===== src/rtl/pe_tile_ctrl_pkg.sv =====
// rtl/pe_tile_ctrl_pkg.sv - shared constants, phase enum and count derivation for the PE tile sequencer
package pe_tile_ctrl_pkg;

  localparam int GLB_ADDR_W  = 16;
  localparam int DATA_BITS   = 32;
  localparam int CONFIG_SIZE = 13;

  localparam int CFG_DW_BIT   = 12;
  localparam int CFG_RS_LSB   = 10;
  localparam int CFG_MODE_BIT = 9;
  localparam int CFG_P_LSB    = 7;
  localparam int CFG_F_LSB    = 2;
  localparam int CFG_Q_LSB    = 0;

  typedef enum logic [2:0] {
    ST_IDLE,
    ST_CFG,
    ST_FILT,
    ST_IFM,
    ST_IPS,
    ST_OPS,
    ST_DONE
  } phase_e;

  typedef struct packed {
    logic [4:0] nf;
    logic [2:0] np;
    logic [2:0] rs;
  } tile_counts_t;

  // cfg fields hold value-1; p*rs tops out at 16 so nf fits in 5 bits
  function automatic tile_counts_t derive_counts(input logic dw, input logic [1:0] rs_f,
                                                 input logic [1:0] p_f, input logic [1:0] q_f);
    tile_counts_t t;
    logic [2:0]   p;
    logic [2:0]   q;
    p    = {1'b0, p_f} + 3'd1;
    q    = {1'b0, q_f} + 3'd1;
    t.rs = {1'b0, rs_f} + 3'd1;
    t.nf = {2'b0, p} * {2'b0, t.rs};
    t.np = dw ? q : p;
    return t;
  endfunction

endpackage


===== src/rtl/pe_tile_ctrl_if.sv =====
// rtl/pe_tile_ctrl_if.sv - GLB port and PE stream bundle between the tile sequencer and its environment
interface pe_tile_ctrl_if
  import pe_tile_ctrl_pkg::*;
#(
  parameter int ADDR_W = GLB_ADDR_W,
  parameter int DW     = DATA_BITS,
  parameter int CW     = CONFIG_SIZE
);
  logic              glb_en;
  logic              glb_we;
  logic [ADDR_W-1:0] glb_addr;
  logic [DW-1:0]     glb_wdata;
  logic [DW-1:0]     glb_rdata;

  logic              PE_en;
  logic [CW-1:0]     i_config;
  logic [DW-1:0]     filter;
  logic [DW-1:0]     ifmap;
  logic [DW-1:0]     ipsum;
  logic              filter_valid;
  logic              ifmap_valid;
  logic              ipsum_valid;
  logic              filter_ready;
  logic              ifmap_ready;
  logic              ipsum_ready;
  logic [DW-1:0]     opsum;
  logic              opsum_valid;
  logic              opsum_ready;

  modport master (
    output glb_en, glb_we, glb_addr, glb_wdata, PE_en, i_config,
           filter, ifmap, ipsum, filter_valid, ifmap_valid, ipsum_valid, opsum_ready,
    input  glb_rdata, filter_ready, ifmap_ready, ipsum_ready, opsum, opsum_valid
  );

  modport slave (
    input  glb_en, glb_we, glb_addr, glb_wdata, PE_en, i_config,
           filter, ifmap, ipsum, filter_valid, ifmap_valid, ipsum_valid, opsum_ready,
    output glb_rdata, filter_ready, ifmap_ready, ipsum_ready, opsum, opsum_valid
  );

endinterface


===== src/rtl/pe_rd_stream.sv =====
// rtl/pe_rd_stream.sv - one-outstanding GLB read feeding a single-word holding register with valid/ready
module pe_rd_stream
  import pe_tile_ctrl_pkg::*;
(
  input  logic                 clk,
  input  logic                 rst_n,
  input  logic                 rd_avail_i,
  input  logic                 ready_i,
  input  logic [DATA_BITS-1:0] rdata_i,
  output logic                 rd_req_o,
  output logic [DATA_BITS-1:0] data_o,
  output logic                 valid_o,
  output logic                 xfer_o
);
  logic                 pend_q;
  logic                 full_q;
  logic [DATA_BITS-1:0] data_q;

  assign rd_req_o = rd_avail_i && !pend_q && !full_q;
  assign xfer_o   = full_q && ready_i;
  assign valid_o  = full_q;
  assign data_o   = data_q;

  // pend and full are mutually exclusive, so a new read waits until the word has left
  always_ff @(posedge clk or negedge rst_n) begin
    if (!rst_n) begin
      pend_q <= 1'b0;
      full_q <= 1'b0;
      data_q <= '0;
    end else begin
      pend_q <= rd_req_o;
      if (pend_q) begin
        data_q <= rdata_i;
        full_q <= 1'b1;
      end else if (xfer_o) begin
        full_q <= 1'b0;
      end
    end
  end

endmodule


===== src/rtl/pe_tile_ctrl.sv =====
// rtl/pe_tile_ctrl.sv - sequences one PE through a tile: config, filter/ifmap/ipsum streaming, opsum write-back
module pe_tile_ctrl
  import pe_tile_ctrl_pkg::*;
#(
  parameter int ADDR_W = GLB_ADDR_W
) (
  input  logic                   clk,
  input  logic                   rst_n,
  input  logic                   start,
  input  logic [CONFIG_SIZE-1:0] cfg,
  input  logic [ADDR_W-1:0]      filter_base,
  input  logic [ADDR_W-1:0]      ifmap_base,
  input  logic [ADDR_W-1:0]      ipsum_base,
  input  logic [ADDR_W-1:0]      opsum_base,
  output logic                   busy,
  output logic                   done,
  pe_tile_ctrl_if.master         bus
);
  phase_e                 state_q;
  logic [CONFIG_SIZE-1:0] cfg_q;
  logic [ADDR_W-1:0]      fbase_q, ibase_q, pbase_q, obase_q;
  logic [5:0]             col_q;
  logic [5:0]             ifp_q;
  logic [4:0]             iss_q;
  logic [4:0]             xfr_q;
  logic                   busy_q, done_q, pe_en_q;

  tile_counts_t           cnt;
  logic [4:0]             phase_n;
  logic [8:0]             row_off;
  logic                   rd_phase, rd_avail, rd_req, rd_xfer, hold_valid, cur_ready;
  logic                   ops_fire, phase_last, last_col;
  logic [DATA_BITS-1:0]   hold_data;
  logic [ADDR_W-1:0]      rd_addr_d, wr_addr_d;
  phase_e                 rd_next_d;

  assign cnt = derive_counts(cfg_q[CFG_DW_BIT], cfg_q[CFG_RS_LSB +: 2],
                             cfg_q[CFG_P_LSB +: 2], cfg_q[CFG_Q_LSB +: 2]);

  always_comb begin
    phase_n = 5'd0;
    case (state_q)
      ST_FILT:         phase_n = cnt.nf;
      ST_IFM:          phase_n = (col_q == 6'd0) ? {2'b0, cnt.rs} : 5'd1;
      ST_IPS, ST_OPS:  phase_n = {2'b0, cnt.np};
      default:         phase_n = 5'd0;
    endcase
  end

  assign rd_phase   = (state_q == ST_FILT) || (state_q == ST_IFM) || (state_q == ST_IPS);
  assign rd_avail   = rd_phase && (iss_q < phase_n);
  assign row_off    = {3'b0, col_q} * {6'b0, cnt.np};
  assign phase_last = (xfr_q == phase_n - 5'd1);
  assign last_col   = (col_q == {1'b0, cfg_q[CFG_F_LSB +: 5]});
  assign ops_fire   = (state_q == ST_OPS) && bus.opsum_valid;

  always_comb begin
    cur_ready = 1'b0;
    rd_addr_d = '0;
    rd_next_d = ST_OPS;
    case (state_q)
      ST_FILT: begin
        cur_ready = bus.filter_ready;
        rd_addr_d = fbase_q + ADDR_W'(iss_q);
        rd_next_d = ST_IFM;
      end
      ST_IFM: begin
        cur_ready = bus.ifmap_ready;
        rd_addr_d = ibase_q + ADDR_W'(ifp_q);
        rd_next_d = ST_IPS;
      end
      ST_IPS: begin
        cur_ready = bus.ipsum_ready;
        rd_addr_d = pbase_q + ADDR_W'(row_off) + ADDR_W'(iss_q);
        rd_next_d = ST_OPS;
      end
      default: ;
    endcase
  end

  assign wr_addr_d = obase_q + ADDR_W'(row_off) + ADDR_W'(xfr_q);

  pe_rd_stream u_rd_stream (
    .clk        (clk),
    .rst_n      (rst_n),
    .rd_avail_i (rd_avail),
    .ready_i    (cur_ready),
    .rdata_i    (bus.glb_rdata),
    .rd_req_o   (rd_req),
    .data_o     (hold_data),
    .valid_o    (hold_valid),
    .xfer_o     (rd_xfer)
  );

  assign bus.glb_en       = rd_req || ops_fire;
  assign bus.glb_we       = ops_fire;
  assign bus.glb_addr     = ops_fire ? wr_addr_d : (rd_req ? rd_addr_d : '0);
  assign bus.glb_wdata    = ops_fire ? bus.opsum : '0;
  assign bus.PE_en        = pe_en_q;
  assign bus.i_config     = cfg_q;
  assign bus.filter       = (state_q == ST_FILT) ? hold_data : '0;
  assign bus.ifmap        = (state_q == ST_IFM)  ? hold_data : '0;
  assign bus.ipsum        = (state_q == ST_IPS)  ? hold_data : '0;
  assign bus.filter_valid = (state_q == ST_FILT) && hold_valid;
  assign bus.ifmap_valid  = (state_q == ST_IFM)  && hold_valid;
  assign bus.ipsum_valid  = (state_q == ST_IPS)  && hold_valid;
  assign bus.opsum_ready  = (state_q == ST_OPS);
  assign busy             = busy_q;
  assign done             = done_q;

  always_ff @(posedge clk or negedge rst_n) begin
    if (!rst_n) begin
      state_q <= ST_IDLE;
      cfg_q   <= '0;
      fbase_q <= '0;
      ibase_q <= '0;
      pbase_q <= '0;
      obase_q <= '0;
      col_q   <= '0;
      ifp_q   <= '0;
      iss_q   <= '0;
      xfr_q   <= '0;
      busy_q  <= 1'b0;
      done_q  <= 1'b0;
      pe_en_q <= 1'b0;
    end else begin
      pe_en_q <= 1'b0;
      done_q  <= 1'b0;
      case (state_q)
        ST_IDLE: begin
          if (start) begin
            cfg_q   <= cfg;
            fbase_q <= filter_base;
            ibase_q <= ifmap_base;
            pbase_q <= ipsum_base;
            obase_q <= opsum_base;
            col_q   <= '0;
            ifp_q   <= '0;
            iss_q   <= '0;
            xfr_q   <= '0;
            busy_q  <= 1'b1;
            pe_en_q <= 1'b1;
            state_q <= ST_CFG;
          end
        end
        ST_CFG: state_q <= ST_FILT;
        ST_FILT, ST_IFM, ST_IPS: begin
          if (rd_req) begin
            iss_q <= iss_q + 5'd1;
            if (state_q == ST_IFM) ifp_q <= ifp_q + 6'd1;
          end
          // issue and transfer never coincide, so clearing iss_q here cannot lose a read
          if (rd_xfer) begin
            if (phase_last) begin
              iss_q   <= '0;
              xfr_q   <= '0;
              state_q <= rd_next_d;
            end else begin
              xfr_q <= xfr_q + 5'd1;
            end
          end
        end
        ST_OPS: begin
          if (ops_fire) begin
            if (phase_last) begin
              xfr_q <= '0;
              if (last_col) begin
                busy_q  <= 1'b0;
                done_q  <= 1'b1;
                state_q <= ST_DONE;
              end else begin
                col_q   <= col_q + 6'd1;
                state_q <= ST_IFM;
              end
            end else begin
              xfr_q <= xfr_q + 5'd1;
            end
          end
        end
        ST_DONE: state_q <= ST_IDLE;
        default: state_q <= ST_IDLE;
      endcase
    end
  end

endmodule


===== src/flat_wrapper.sv =====
// flat-port wrapper written by rule: the top's interface ports become plain ports
module pe_tile_ctrl_flat import pe_tile_ctrl_pkg::*;
#(
  parameter int ADDR_W = GLB_ADDR_W
)
  (clk, rst_n, start, cfg, filter_base, ifmap_base, ipsum_base, opsum_base, busy, done, bus_glb_en, bus_glb_we, bus_glb_addr, bus_glb_wdata, bus_PE_en, bus_i_config, bus_filter, bus_ifmap, bus_ipsum, bus_filter_valid, bus_ifmap_valid, bus_ipsum_valid, bus_opsum_ready, bus_glb_rdata, bus_filter_ready, bus_ifmap_ready, bus_ipsum_ready, bus_opsum, bus_opsum_valid);
  pe_tile_ctrl_if #(.ADDR_W(ADDR_W)) bus_i ();
  input  logic clk;
  input  logic rst_n;
  input  logic start;
  input  logic [CONFIG_SIZE-1:0] cfg;
  input  logic [ADDR_W-1:0] filter_base;
  input  logic [ADDR_W-1:0] ifmap_base;
  input  logic [ADDR_W-1:0] ipsum_base;
  input  logic [ADDR_W-1:0] opsum_base;
  output logic busy;
  output logic done;
  output wire logic [$bits(bus_i.glb_en)-1:0] bus_glb_en;
  output wire logic [$bits(bus_i.glb_we)-1:0] bus_glb_we;
  output wire logic [$bits(bus_i.glb_addr)-1:0] bus_glb_addr;
  output wire logic [$bits(bus_i.glb_wdata)-1:0] bus_glb_wdata;
  output wire logic [$bits(bus_i.PE_en)-1:0] bus_PE_en;
  output wire logic [$bits(bus_i.i_config)-1:0] bus_i_config;
  output wire logic [$bits(bus_i.filter)-1:0] bus_filter;
  output wire logic [$bits(bus_i.ifmap)-1:0] bus_ifmap;
  output wire logic [$bits(bus_i.ipsum)-1:0] bus_ipsum;
  output wire logic [$bits(bus_i.filter_valid)-1:0] bus_filter_valid;
  output wire logic [$bits(bus_i.ifmap_valid)-1:0] bus_ifmap_valid;
  output wire logic [$bits(bus_i.ipsum_valid)-1:0] bus_ipsum_valid;
  output wire logic [$bits(bus_i.opsum_ready)-1:0] bus_opsum_ready;
  input wire logic [$bits(bus_i.glb_rdata)-1:0] bus_glb_rdata;
  input wire logic [$bits(bus_i.filter_ready)-1:0] bus_filter_ready;
  input wire logic [$bits(bus_i.ifmap_ready)-1:0] bus_ifmap_ready;
  input wire logic [$bits(bus_i.ipsum_ready)-1:0] bus_ipsum_ready;
  input wire logic [$bits(bus_i.opsum)-1:0] bus_opsum;
  input wire logic [$bits(bus_i.opsum_valid)-1:0] bus_opsum_valid;
  assign bus_glb_en = bus_i.glb_en;
  assign bus_glb_we = bus_i.glb_we;
  assign bus_glb_addr = bus_i.glb_addr;
  assign bus_glb_wdata = bus_i.glb_wdata;
  assign bus_PE_en = bus_i.PE_en;
  assign bus_i_config = bus_i.i_config;
  assign bus_filter = bus_i.filter;
  assign bus_ifmap = bus_i.ifmap;
  assign bus_ipsum = bus_i.ipsum;
  assign bus_filter_valid = bus_i.filter_valid;
  assign bus_ifmap_valid = bus_i.ifmap_valid;
  assign bus_ipsum_valid = bus_i.ipsum_valid;
  assign bus_opsum_ready = bus_i.opsum_ready;
  assign bus_i.glb_rdata = bus_glb_rdata;
  assign bus_i.filter_ready = bus_filter_ready;
  assign bus_i.ifmap_ready = bus_ifmap_ready;
  assign bus_i.ipsum_ready = bus_ipsum_ready;
  assign bus_i.opsum = bus_opsum;
  assign bus_i.opsum_valid = bus_opsum_valid;
  pe_tile_ctrl #(.ADDR_W(ADDR_W)) u_core (.clk(clk), .rst_n(rst_n), .start(start), .cfg(cfg), .filter_base(filter_base), .ifmap_base(ifmap_base), .ipsum_base(ipsum_base), .opsum_base(opsum_base), .busy(busy), .done(done), .bus(bus_i));
endmodule

===== config.mk =====
export PLATFORM = sky130hd
export DESIGN_NAME = pe_tile_ctrl_flat
export DESIGN_NICKNAME = d
export VERILOG_FILES = /design/src/rtl/pe_tile_ctrl_pkg.sv /design/src/rtl/pe_tile_ctrl_if.sv /design/src/rtl/pe_rd_stream.sv /design/src/rtl/pe_tile_ctrl.sv /design/src/flat_wrapper.sv
export SDC_FILE = /design/constraint.sdc
export NUM_CORES = 1
export LEC_CHECK = 0
export CAP_MARGIN = 20
export CORE_MARGIN = 2
export CORE_UTILIZATION = 40
export DETAILED_ROUTE_END_ITERATION = 12
export PLACE_DENSITY_LB_ADDON = 0.3
export SYNTH_ARGS = -nofsm -noshare
export SYNTH_HDL_FRONTEND = slang
export SYNTH_HIERARCHICAL = 1
export SYNTH_SLANG_ARGS = --single-unit

===== constraint.sdc =====
create_clock -name clk -period 6.55 [get_ports clk]
set_input_delay 1.31 -clock clk [delete_from_list [all_inputs] [get_ports clk]]
set_output_delay 1.31 -clock clk [all_outputs]
set_load 0.005 [all_outputs]

==> results.cfg <==
[timing]
finalSetupTns_ns = -1.63
hold_violations = 0
fmax_mhz = 146
worst_pin_slew_ns = 1.06
fin_crit_ns = 6.87
finalCritPeriodShare = 1.05
worst_slack_ns = -0.322
slew_headroom = 0.293
grt_setup_unrepaired = true
finalClockSkew_ns = 0.00904
finalSetupViolCount = 8
maxSlewViolCount = 0

[synth]
synthArstFlopShare = 1.00
yosysTopAreaCell = dfrtp_1
syn_area_per_cell_um2 = 8.69
syn-cell-area_um2 = 10100
yosys_warnings = 6
ys_dominant_reg_cell = dfrtp_1
syn-num-nets = 1397
synth.area.top_cells = dfrtp_1 34%, nand2_1 10%, ha_1 7.5%, and2_1 7.0%, fa_1 4.1%
synth.distinct_cells = 69
synth.top_cell.area_share = 0.343
syn_inst = 1167
synth_edf_count = 0
synth-seq-cells = 139
yosysSeqAreaShare = 0.343

[routing]
drc_errors = 0
vias = 9580
drtIter0Drc = 492
antenna_left = 0
avgRoutedWirePerCell_um = 17.2
drt-total-wl_mm = 32.0
routed_via_density = 5.15
first_pass_iters = 5

[die]
die_area_um2 = 26600
initial_utilization = 0.405
die_w_um = 163
die_h_um = 163
core_region_area_um2 = 25000
num_rows = 58
ios = 314

[grt]
antenna_found_initial = 0
grt_pass1_vias = 9562
grt_pass1_wl_mm = 50.2
gr-usage-all-layers = 0.241
grt-ovfl-total = 0
grt_max_degree = 92

[critical_path]
cp.arrival_ns = 5.56
crit_path_end_kind = output pin
required_ns = 5.24
crit_type = flop to output pin
cp_max_fo = 2
cp-startpoint = u_core/bus.i_config[8]
start_kind = flop
r2r_start = u_core/bus.i_config[10]

[placed_design]
gp_congestion = 0.891
dpl.hpwl_mm = 23.9
postPlaceCellArea_um2 = 13900
pre_cts_ws_ns = -0.439
portBuffers = 313

[outcome]
violations = setup timing
status = finished with violations

[clock_tree]
clk_pin_slew_ns = 0.06
cts_buffers = 17
root_buffer = clkbuf_16
clock-sinks = 139
clockBufferDepth = 2
insertion_delay_ns = 0.42
ctsHoldBuffers = 0
cts_tree = yes
cts-htree-levels = 4

[cells_and_area]
design_area_um2 = 14800
fin_util = 0.591
final_net_count = 1748
area_delta_synth_final_pct = 46.0
antenna_cells = 0
drive_gt1_frac = 0.131

[power_and_ir_drop]
p_leak_uw = 0.00697
ir_worst_vdd_uv = 199
powerDensity_nw_per_um2 = 437

[hold_path]
min_from = u_core/bus.i_config[9]
hold_path_class = flop to flop

[flow_run]
drv_cap = 0
critical path, stage by stage (launching register included):
cell and delay [ns]:
dfrtp_1 0.42, ha_4 0.26, mux2_4 0.27, and2_4 0.16, fa_1 0.51, ha_2 0.21
inv_2 0.04, fa_1 0.52, inv_2 0.05, fa_1 0.52, ha_4 0.21, buf_6 0.12
a21oi_4 0.14, o21bai_1 0.10, a2111o_1 0.46, a41oi_2 0.23, buf_4 0.15, mux2_4 0.29
a221oi_2 0.25, a211oi_2 0.07, buf_2 0.15
final timing paths:
path	end	cells after the start	slack [ns]
worst min register to register	u_core/bus.i_config[9]	2	0.49
worst min-delay path	u_core/bus.i_config[9]	2	0.49
worst max register to register	u_core/ifp_q[5]	17	1.79
worst max-delay path	bus_glb_addr[12]	20	-0.32
min in group asynchronous	u_core/bus.i_config[9]	1	0.98
max in group asynchronous	u_core/col_q[5]	2	4.32
sequential cells by signal (all words and copies together) (netlist names):
name,flops
u_core/state_q,3
u_core/iss_q,5
u_core/col_q,6
u_core/u_rd_stream/valid_o,1
u_core/bus.i_config,13
u_core/fbase_q,16
u_core/obase_q,16
u_core/pbase_q,16
u_core/u_rd_stream/pend_q,1
u_core/ibase_q,16
u_core/busy,1
u_core/bus.PE_en,1
u_core/xfr_q,5
u_core/done,1
u_core/u_rd_stream/data_o,32
u_core/ifp_q,6
area by class of cell:
type                    instances  area [µm²]
multi-input cells             912        6400
inverters                      61         229
clock buffers                  20         457
repair buffers                387        3650
flip-flops and latches        139        3480
clock inverters                12         163
well taps                     330         413
fillers                      2219       10200
power by group:
part | leakage, µW | internal [µW] | switching [µW]
logic | 0.00496 | 1980 | 1740
registers | 0.00173 | 1250 | 474
clock network | 0.000285 | 623 | 395
synthesized netlist by cell type, types with 6 or more instances:
cell type	instances
nand2_1	270
and3_1	37
mux2_2	7
o21ai_0	39
inv_1	60
ha_1	61
or3_1	12
and2_1	113
nand4_1	10
o21bai_1	8
nand3_1	18
mux2i_1	7
a21o_1	14
nand2b_1	6
a221oi_1	7
nor2_1	42
xor2_1	26
fa_1	21
mux2_4	28
clkbuf_1	43
xnor2_1	40
a21oi_1	35
dfrtp_1	139
nor2b_1	8
o22ai_1	19
nor3_1	18
cells in the final DEF, fill, tap and decap left out, drive strengths merged, types with 5 or more instances in the layout:
cell type,instances
clkdlybuf4s50,302
nand2,271
dfrtp,139
and2,113
buf,82
inv,63
ha,61
nor2,43
xnor2,40
o21ai,39
and3,37
a21oi,36
mux2,36
xor2,26
clkbuf,22
fa,21
nor3,19
o22ai,19
nand3,18
a21o,14
or3,12
nand4,10
nor2b,8
o21bai,8
mux2i,7
a221oi,7
nand2b,6
nor3b,6
clkinvlp,5
a211o,5
o21a,5
nor4,5
a211oi,5
what timing repair did:
item,in CTS,in global routing
endpoints found under the setup margin,13,16
gates resized for setup,70,16
buffers inserted,5,6
pin swaps,30,18
layer usage:
| metal | vias to the layer above | GRT usage | part of all wire | routed length (µm) |
|---|---|---|---|---|
| met1 | 4481 | 0.292 | 0.40 | 12700 |
| li1 | 4624 | - | - | - |
| met5 | - | 0 | 0 | 0 |
| met2 | 421 | 0.424 | 0.50 | 16000 |
| met3 | 54 | 0.0531 | 0.076 | 2420 |
| met4 | 0 | 0.0796 | 0.027 | 879 |
kinds of logic (layout without fill, tap and decap cells):
group / count (synthesis) / after routing / synth area share
flip-flops: 139 / 139 / 0.343
adder cells (fa/ha/maj): 82 / 82 / 0.117
AND/OR/NAND/NOR: 555 / 555 / 0.266
AO/OA/AOI/OAI: 166 / 166 / 0.109
XOR/XNOR: 66 / 66 / 0.0570
buffers and inverters: 116 / 480 / 0.0502
multiplexers: 43 / 43 / 0.0573
through the flow:
stage                     hold slack (ns)  cells  total power (µW)
after global routing                0.515   1861              6950
after detailed placement            0.477   1818              5260
final                               0.490   1861              6470
after CTS                           0.492   1855              6390
after global placement              0.461   1818              5180
after floorplan                     0.452   1167              3600
(Power assumes the default switching activity.)
